$ cat src/rtl/io_ram_arbiter.sv
// io_ram_arbiter: shares the SDRAM IO slot between the SPI client (A) and DMA (B).
// Grants only in SLOT, round-robin on contention, one ack per transfer.
module io_ram_arbiter #(
  parameter logic [1:0]  SLOT    = 2'd3,
  parameter int unsigned LATENCY = 2
) (
  input  logic        clk_8,
  input  logic        reset,
  input  logic [1:0]  bus_cycle,
  input  logic        a_req,
  input  logic        a_we,
  input  logic [22:0] a_addr,
  input  logic [15:0] a_wdata,
  output logic        a_ack,
  output logic [15:0] a_rdata,
  input  logic        b_req,
  input  logic        b_we,
  input  logic [22:0] b_addr,
  input  logic [15:0] b_wdata,
  output logic        b_ack,
  output logic [15:0] b_rdata,
  output logic        read,
  output logic        write,
  output logic [22:0] addr,
  output logic [15:0] data_out,
  input  logic [15:0] data_in,
  output logic        busy,
  output logic        grant_b
);

  localparam logic [1:0] S_IDLE = 2'd0;
  localparam logic [1:0] S_WAIT = 2'd1;
  localparam logic [1:0] S_DONE = 2'd2;
  localparam logic [2:0] CNT_LAST = 3'(LATENCY - 1);

  logic [1:0]  state_q, state_d;
  logic [2:0]  cnt_q, cnt_d;
  logic        grant_b_q, grant_b_d;
  logic        we_q, we_d;
  logic        read_q, read_d;
  logic        write_q, write_d;
  logic [22:0] addr_q, addr_d;
  logic [15:0] dout_q, dout_d;
  logic        a_ack_q, a_ack_d;
  logic        b_ack_q, b_ack_d;
  logic [15:0] a_rdata_q, a_rdata_d;
  logic [15:0] b_rdata_q, b_rdata_d;
  logic        win_b;

  // B wins if alone, or if both ask and A owned the last transfer
  assign win_b = b_req & (~a_req | ~grant_b_q);

  always_comb begin
    state_d   = state_q;
    cnt_d     = cnt_q;
    grant_b_d = grant_b_q;
    we_d      = we_q;
    read_d    = 1'b0;
    write_d   = 1'b0;
    addr_d    = addr_q;
    dout_d    = dout_q;
    a_ack_d   = 1'b0;
    b_ack_d   = 1'b0;
    a_rdata_d = a_rdata_q;
    b_rdata_d = b_rdata_q;
    unique case (state_q)
      S_IDLE: begin
        if (bus_cycle == SLOT && (a_req | b_req)) begin
          grant_b_d = win_b;
          we_d      = win_b ? b_we : a_we;
          addr_d    = win_b ? b_addr : a_addr;
          dout_d    = win_b ? b_wdata : a_wdata;
          write_d   = we_d;
          read_d    = ~we_d;
          cnt_d     = 3'd0;
          state_d   = S_WAIT;
        end
      end
      S_WAIT: begin
        if (cnt_q == CNT_LAST) begin
          if (!we_q) begin
            if (grant_b_q) b_rdata_d = data_in;
            else           a_rdata_d = data_in;
          end
          b_ack_d = grant_b_q;
          a_ack_d = ~grant_b_q;
          state_d = S_DONE;
        end else begin
          cnt_d = cnt_q + 3'd1;
        end
      end
      S_DONE: begin
        state_d = S_IDLE;
      end
      default: begin
        state_d = S_IDLE;
      end
    endcase
  end

  always_ff @(posedge clk_8) begin
    if (reset) begin
      state_q   <= S_IDLE;
      cnt_q     <= 3'd0;
      grant_b_q <= 1'b1;
      we_q      <= 1'b0;
      read_q    <= 1'b0;
      write_q   <= 1'b0;
      addr_q    <= 23'd0;
      dout_q    <= 16'd0;
      a_ack_q   <= 1'b0;
      b_ack_q   <= 1'b0;
      a_rdata_q <= 16'd0;
      b_rdata_q <= 16'd0;
    end else begin
      state_q   <= state_d;
      cnt_q     <= cnt_d;
      grant_b_q <= grant_b_d;
      we_q      <= we_d;
      read_q    <= read_d;
      write_q   <= write_d;
      addr_q    <= addr_d;
      dout_q    <= dout_d;
      a_ack_q   <= a_ack_d;
      b_ack_q   <= b_ack_d;
      a_rdata_q <= a_rdata_d;
      b_rdata_q <= b_rdata_d;
    end
  end

  assign read     = read_q;
  assign write    = write_q;
  assign addr     = addr_q;
  assign data_out = dout_q;
  assign a_ack    = a_ack_q;
  assign b_ack    = b_ack_q;
  assign a_rdata  = a_rdata_q;
  assign b_rdata  = b_rdata_q;
  assign grant_b  = grant_b_q;
  assign busy     = (state_q == S_WAIT) || (state_q == S_DONE);

endmodule

$ cat config.mk
export PLATFORM = sky130hd
export DESIGN_NAME = io_ram_arbiter
export DESIGN_NICKNAME = d
export VERILOG_FILES = /design/src/rtl/io_ram_arbiter.sv
export SDC_FILE = /design/constraint.sdc
export NUM_CORES = 1
export LEC_CHECK = 0
export BUFFER_PORTS_ARGS = -buffer_cell sky130_fd_sc_hd__buf_4
export CAP_MARGIN = 20
export CORE_AREA = 2 2 70 138
export DETAILED_ROUTE_END_ITERATION = 10
export DIE_AREA = 0 0 72 140
export GPL_ROUTABILITY_DRIVEN = 0
export PLACE_DENSITY = 0.7
export SYNTH_ARGS = -nofsm -noshare
export SYNTH_HDL_FRONTEND = slang
export SYNTH_SLANG_ARGS = --single-unit
$ cat constraint.sdc
create_clock -name clk_8 -period 2.3 [get_ports clk_8]
set_input_delay 0.345 -clock clk_8 [delete_from_list [all_inputs] [get_ports clk_8]]
set_output_delay 0.345 -clock clk_8 [all_outputs]
set_load 0.01 [all_outputs]
Yosys cells after proc, flatten, opt, wreduce, memory -nomap -nowiden:

Cells that the tools add are included.

* register bits after elaboration: 82
* latch bits: 0
* memory bits (writable): 0
* memory bits (read-only): 0
* bits of input ports: 102
* output and inout bits: 77
* word-level logic and storage cells: 51
* memories: 0

* $add $sub $neg: 1
* multiply operators: 0
* div/mod/pow operators: 0
* $lt $le $gt $ge: 0
* equal/unequal tests: 7
* shifts and indexed selects: 0
* muxes and demuxes: 9
* bitwise operators: 11
* reductions and logical operators: 11

Operator list (count)
* 2-to-1 mux 23 bit: 1
* 2-to-1 mux 16 bit: 1
* NOT 1 bit: 8
* AND reduction 4 bit: 2
* 2-to-1 mux 3 bit: 2
* inequality test 2 bit (second input constant): 3
* case mux 3 bit (2 select lines): 1
* OR reduction 3 bit: 2
* equality test 2 bit (second input constant): 2
* 2-to-1 mux 2 bit: 2
* case mux 2 bit (2 select lines): 1
* AND reduction 2 bit: 2
* adder 3 x 1 -> 3 bit (second input constant): 1
* equality test 3 x 1 -> 1 bit (second input constant): 1
* AND reduction 3 bit: 1
* equality test 2 x 1 -> 1 bit (second input constant): 1
* zero test 2 bit: 1
* OR 1 bit: 2
* nonzero test 2 bit: 1
* bitwise AND 1 bit: 1
* logical AND 1 bit: 1
* logical OR 1 bit: 1
* 2-to-1 mux 1 bit: 1

Longest topological paths before layout:

Gate-level depths: netlist (run 1).

* word-level depth: 5
* depth in mapped cells: 7
* depth with buffers taken out: 5

Worst setup path before layout (run 1):

Ideal clock, no wire load.

* path kind: register -> register
* start point: register state_q[1]
* end point: register a_rdata_q[0], in the netlist a_rdata[0]
* setup time: 116 ps
* data arrival time: 1462 ps
* data required time: 2184 ps
* slack: 723 ps
* cell stages (with the launch flop): 8
* path buffers: 2
* period minus slack after synthesis: 1577 ps
* cells stage by stage: dfxtp_1 inv_1 ha_1 nand3b_4 or3_1 buf_2 buf_6 a31o_1

* word-level cells in the longest chain between the ends: 2

Ends and longest elaborated chain
* start, declared: line 36 `logic [1:0] state_q, state_d;`
* start signal, assigned: line 116 `state_q <= state_d;`
* equality test 2 x 1 -> 1 bit: line 66 `unique case (state_q)`
* AND reduction 4 bit (no source line)
* end signal, assigned: line 126 `a_rdata_q <= a_rdata_d;`
* end, declared: line 46 `logic [15:0] a_rdata_q, a_rdata_d;`

No other way between the ends.
A chain may end at the register's enable or synchronous reset.

Worst setup path in the final report (run 1):

* start point: register state_q[1]
* end point: register a_rdata_q[11], in the netlist a_rdata[11]

The elaborated chain is that of the path after synthesis.

==> run metrics, run 1 <==
status completed; Worst Path Buf+Inv 1; Clock Sinks between 80 and 90; via/cell ratio 5.31; M1 WL 3990 µm; Placeable Area 9010 µm²; share of the synthesized area in the top cell type 47.0%; via count ~3600; Synth cell types 36; VDD IR max 0.468 mV; met3 wire len 540 µm; Worst-path clk slew about 0.060 ns; Int Pwr ~2.8 mW; Syn Inst Count about 400; global route overflow 0; chip height 140 µm; area of the mapped netlist 3490 µm²; postcts setup bufs 0; most frequent cells in the layout buf_4, dfxtp_1, a21oi_1; worst setup path endpoint a_rdata[11]; CTS Buf Count 9; post-CTS sizing 0; Layout Cells excl Fill 671; final hold viol count 0; worst reg2reg setup slack roughly 0.4 ns; CP max stage delay 0.59 ns; Crit Path Category flip-flop to flip-flop; clock power share between 30% and 40%; Leakage 2.48 nW; top sig layer met4; die area 10100 µm²; reg2reg start state_q[1]; DP Area 4890 µm²; RSZ-0062 raised after global routing false; cts hold-fix bufs 0; clk buf depth 2; met2 WL ~6000 µm; final setup vio count 0; Pre-antenna DRT Iters 4; Yosys top cell by area dfxtp_1; Setup TNS 0 ns; Post-synth EDFFs 0; final WL 10800 µm; initial antenna violation count 0; Post-Syn Nets ~500; filler instances 836; fmax 527 MHz; worst path required time 2.52 ns; Antenna Nets Post-Route 0; WP depth 5; Clock Latency Late Sink about 0.33 ns; final clock skew a little under 0.008 ns; global-route wire length before repair between 15000 and 20000 µm; largest net degree at the start of global routing 52; # rows 49; Switching Fraction 27.5%; DRC 0; post-DP HPWL 7900 µm; Initial Utilization approximately two fifths; num ports 179; sequential power share 40.7%; die width 72 µm; family with the most delay on the worst path simple AND/OR/NAND/NOR gates; crit path max fanout 16; number of diodes 0; pwr dens about 750 nW/µm²; period utilisation layout 82.6%; sequential element share of the synthesized area a little under half; Reg2Reg Depth 5; Critical Path AT 2.12 ns; combinational share of power 21.8%; Final #Nets 672; HP Class primary input to flip-flop; share of layout cells above drive strength 1 about 38%; min cycle time layout around 1.9 ns; # port buffers roughly 180; CTS H-Tree Depth 3; CTS tree yes; CP Cell Sequence inv_1, ha_1, nand3b_4, or3_1, a31o_2; Max-Cap Viols 0; Critical R2R Capture a_rdata[11]; Wirelength per Cell 16.2 µm; Yosys reg bits 82; Worst Max-Slew Pin Slew 0.577 ns; clock root cell clkbuf_16; Sw Pwr between 1 and 1.5 mW; placed instance count 655; GRT Resource Usage Total 21.6%; commonest non-fill, non-tap cell in the layout buf_4; Worst Setup SP state_q[1]; Syn. warnings 0; worst-path cell with the longest stage delay or3_1; Main synth FF type dfxtp_1; Finished Cell Area 5190 µm²; Synth Area per Inst just under 9 µm²; Pins Over Slew Limit 0; crit path capture type flip-flop; initial DRC count 171; number of global-route vias before repair roughly 3700; Hold Path Depth 3; asr flop ratio synth 0%; Area Overhead vs Synth 48.9%; top post-synthesis cells by area dfxtp_1, a21oi_1, nand2_1; slew margin rel. between 60% and 70%; Critical Path Source Type flip-flop
==> layer usage <==
layer | global-route usage [%] | vias up
met1 | 23.2 | 1664
met3 | 4.24 | 22
met4 | 9.63 | 0
li1 | - | 1750
met2 | 39.7 | 130
met5 | 0 | -
==> cell type report <==
| class | count | area [µm²] | share of cell area [%] |
|---|---|---|---|
| inverter | 5 | 18.8 | 0.361 |
| clock buffer | 12 | 256 | 4.94 |
| multi-input combinational | 279 | 1690 | 32.4 |
| timing repair buffer | 187 | 1420 | 27.3 |
| clock inverter | 4 | 48.8 | 0.939 |
| tap | 102 | 128 | 2.46 |
| sequential | 82 | 1640 | 31.6 |
==> synthesized netlist by cell type (all sizes together), types with 2 or more instances <==
cell and instances:
a21boi 2, a21oi 78, a31o 16, buf 14, clkbuf 22, dfxtp 82, ha 6, inv 4
mux2i 20, nand2 61, nand2b 18, nor3 2, nor3b 2, nor4 16, o211ai 2, o21ai 40
or3 3
==> flip-flops by register name, summed over array words and instances, names as in the netlist, 2 cells and up <==
signal,flops
cnt_q,3
state_q,2
b_rdata,16
a_rdata,16
addr,23
data_out,16
==> tightest hold or removal path, cell delays in order <==
cell	delay, ns
buf_4	0.11
nand2_1	0.04
a21oi_1	0.05
==> through the flow <==
stage               total power [mW]  setup slack, ns  utilization (%)  hold slack [ns]
floorplan                       2.05            0.723                -            0.451
global placement                2.45            0.481             54.3            0.448
detailed placement              2.48            0.398             54.3            0.453
global route                    4.08            0.253             57.6            0.251
finish                          3.90            0.401             57.6            0.254
CTS                             3.95            0.392             57.6            0.243
==> logic make-up after synthesis <==
logic type               Yosys count  share of synthesized area (%)
AO/OA/AOI/OAI                    147                           24.2
adder cells (fa/ha/maj)            6                           2.15
AND/OR/NAND/NOR                  106                           15.6
buffers and inverters             41                           5.31
flip-flops                        82                           47.0
multiplexers                      20                           5.74
==> power groups by stage <==
stage          clock, mW  sequential (mW)  combinational [mW]
2_1_floorplan          0             1.66               0.394
3_3_place_gp           0             1.61               0.839
3_5_place_dp           0             1.62               0.860
4_1_cts             1.50             1.59               0.862
5_1_grt             1.55             1.60               0.934
6_report            1.46             1.59               0.852
==> worst min path at each step <==
stage                          start         end
after global routing      a_addr[11]    addr[11]
after detailed placement  b_rdata[3]  b_rdata[3]
after global placement    b_rdata[3]  b_rdata[3]
after floorplan             cnt_q[1]    cnt_q[1]
after CTS                  a_addr[3]     addr[3]
final                      a_addr[3]     addr[3]
Power figures use the tool's default switching activity.
==> run 2, diff against run 1 <==
- clock period: 2.3 -> 1.8 ns (I/O delays scaled with it)
==> run 2 against run 1 <==
Against the previous run: cell area grew 0.77%; sequential share of layout area shrank 0.24 points; clock power grew 14%; combinational power grew 30%.
==> run metrics, run 2 (synthesis gave the netlist of run 1 again) <==
crit path max fanout 9 (-7); number of global-route vias before repair 3557 (-3.1%); Finished Cell Area 5240 µm² (+0.77%); via/cell ratio 5.26 (-1.0%); Largest register FFs 23 (unchanged); Final #Nets 676 (+0.60%); final WL 10600 µm (-1.9%); worst path required time 2.06 ns (-0.46 ns); Layout Cells excl Fill 675 (+0.60%); DP Area 4960 µm² (+1.4%); worst reg2reg setup slack 0.16 ns (-0.24 ns); Critical Path Source Type flip-flop; CTS H-Tree Depth 3 (unchanged); Reg2Reg Depth 6 (+1); # rows 49 (unchanged); VDD IR max 0.595 mV (+27%); global route overflow 0 (unchanged); final setup vio count 0 (unchanged); Final Power 4.81 mW (+23%); num ports 179 (unchanged); Pre-antenna DRT Iters 6 (+2); commonest non-fill, non-tap cell in the layout buf_4; Max-Cap Viols 0 (unchanged); Worst-path clk slew 0.06 ns (about the same); Antenna Nets Post-Route 0 (unchanged); Post-Place Worst Slack -0.0259 ns (-0.424 ns); HP Class primary input to flip-flop; postcts setup bufs 0 (unchanged); Crit Path Category flip-flop to flip-flop; chip height 140 µm (unchanged); post-route setup slack 0.160 ns (-0.240 ns); clock root cell clkbuf_16; Setup TNS 0 ns (unchanged); largest net degree at the start of global routing 44 (-15%); Leakage 2.49 nW (+0.45%); Clock Sinks 82 (unchanged); initial antenna violation count 0 (unchanged); Clock Latency Late Sink 0.33 ns (about the same); fmax 610 MHz (+16%); Placeable Area 9010 µm² (unchanged); Wirelength per Cell 15.8 µm (-2.5%); Initial Utilization 38.7% (unchanged); pwr dens 919 nW/µm² (+22%); Area Overhead vs Synth 50.0%; RSZ-0062 raised after global routing false; via count 3551 (-0.42%); Pins Over Slew Limit 0 (unchanged); number of diodes 0 (unchanged); slew margin rel. 70.3% (+8.8 points); status completed; most frequent cells in the layout buf_4, dfxtp_1, a21oi_1; CTS Buf Count 9 (unchanged); placed instance count 659 (+0.61%); GRT Resource Usage Total 20.7% (-0.94 points); period utilisation layout 91.1% (+8.5 points); # port buffers 178 (unchanged); die area 10100 µm² (unchanged); clk buf depth 2 (unchanged); CTS tree yes; Worst Max-Slew Pin Slew 0.445 ns (-0.132 ns); final hold viol count 0 (unchanged); min cycle time layout 1.64 ns (-0.260 ns); die width 72 µm (unchanged); Hold Path Depth 3 (unchanged); final clock skew 0.00359 ns (-0.00410 ns); Critical Path AT 1.90 ns (-0.22 ns); global-route wire length before repair 16700 µm (-3.5%); DRC 0 (unchanged); post-DP HPWL 7890 µm (-0.12%); initial DRC count 118 (-31%); share of layout cells above drive strength 1 38.4% (+0.61 points); crit path capture type flip-flop
-- run 2: layer usage --
metal | up-vias | track usage (%) | wire [µm]
met5 | - | 0 | 0
met4 | 0 | 6.45 | 191
met3 | 12 | 4.39 | 494
met2 | 118 | 39.9 | 6110
met1 | 1666 | 21.4 | 3840
li1 | 1755 | - | -
-- run 2: through the flow --
step / utilization [%] / hold WS [ns]
4_1_cts: 58.1 / 0.175
3_5_place_dp: 55.0 / 0.458
3_3_place_gp: 55.0 / 0.445
6_report: 58.1 / 0.184
2_1_floorplan: - / 0.404
5_1_grt: 58.1 / 0.181
-- run 2: worst max-delay path: stages (launching register included) --
cell,delay [ns]
dfxtp_1,0.30
inv_1,0.13
ha_1,0.26
nand3b_4,0.11
buf_4,0.18
nor3b_4,0.37
mux2i_1,0.23
-- run 2: power breakdown --
group / switching, mW / total (mW) / internal, mW
clock: 0.705 / 1.67 / 0.964
sequential: 0.0785 / 2.03 / 1.95
combinational: 0.574 / 1.11 / 0.536
total: 1.36 / 4.81 / 3.45
-- run 2: what timing repair did --
item,4_1_cts,5_1_grt
resized for setup,1,0
setup endpoints to repair,9,0
hold buffers,0,0
hold endpoints to repair,0,0
-- run 2: area by class of cell --
cell class                      instances  area [µm²]
Inverter                                5        18.8
Multi-Input combinational cell        279        1690
Sequential cell                        82        1640
Clock inverter                          5        30.0
Tap cell                              102         128
Fill cell                             829        3780
Clock buffer                           11         243
Timing Repair Buffer                  191        1480
-- run 2: worst paths after layout --
kind	to	start
worst max-delay path	b_rdata[14]	state_q[1]
worst max register to register	b_rdata[14]	state_q[1]
worst min register to register	b_rdata[1]	b_rdata[1]
worst min-delay path	addr[9]	a_addr[9]
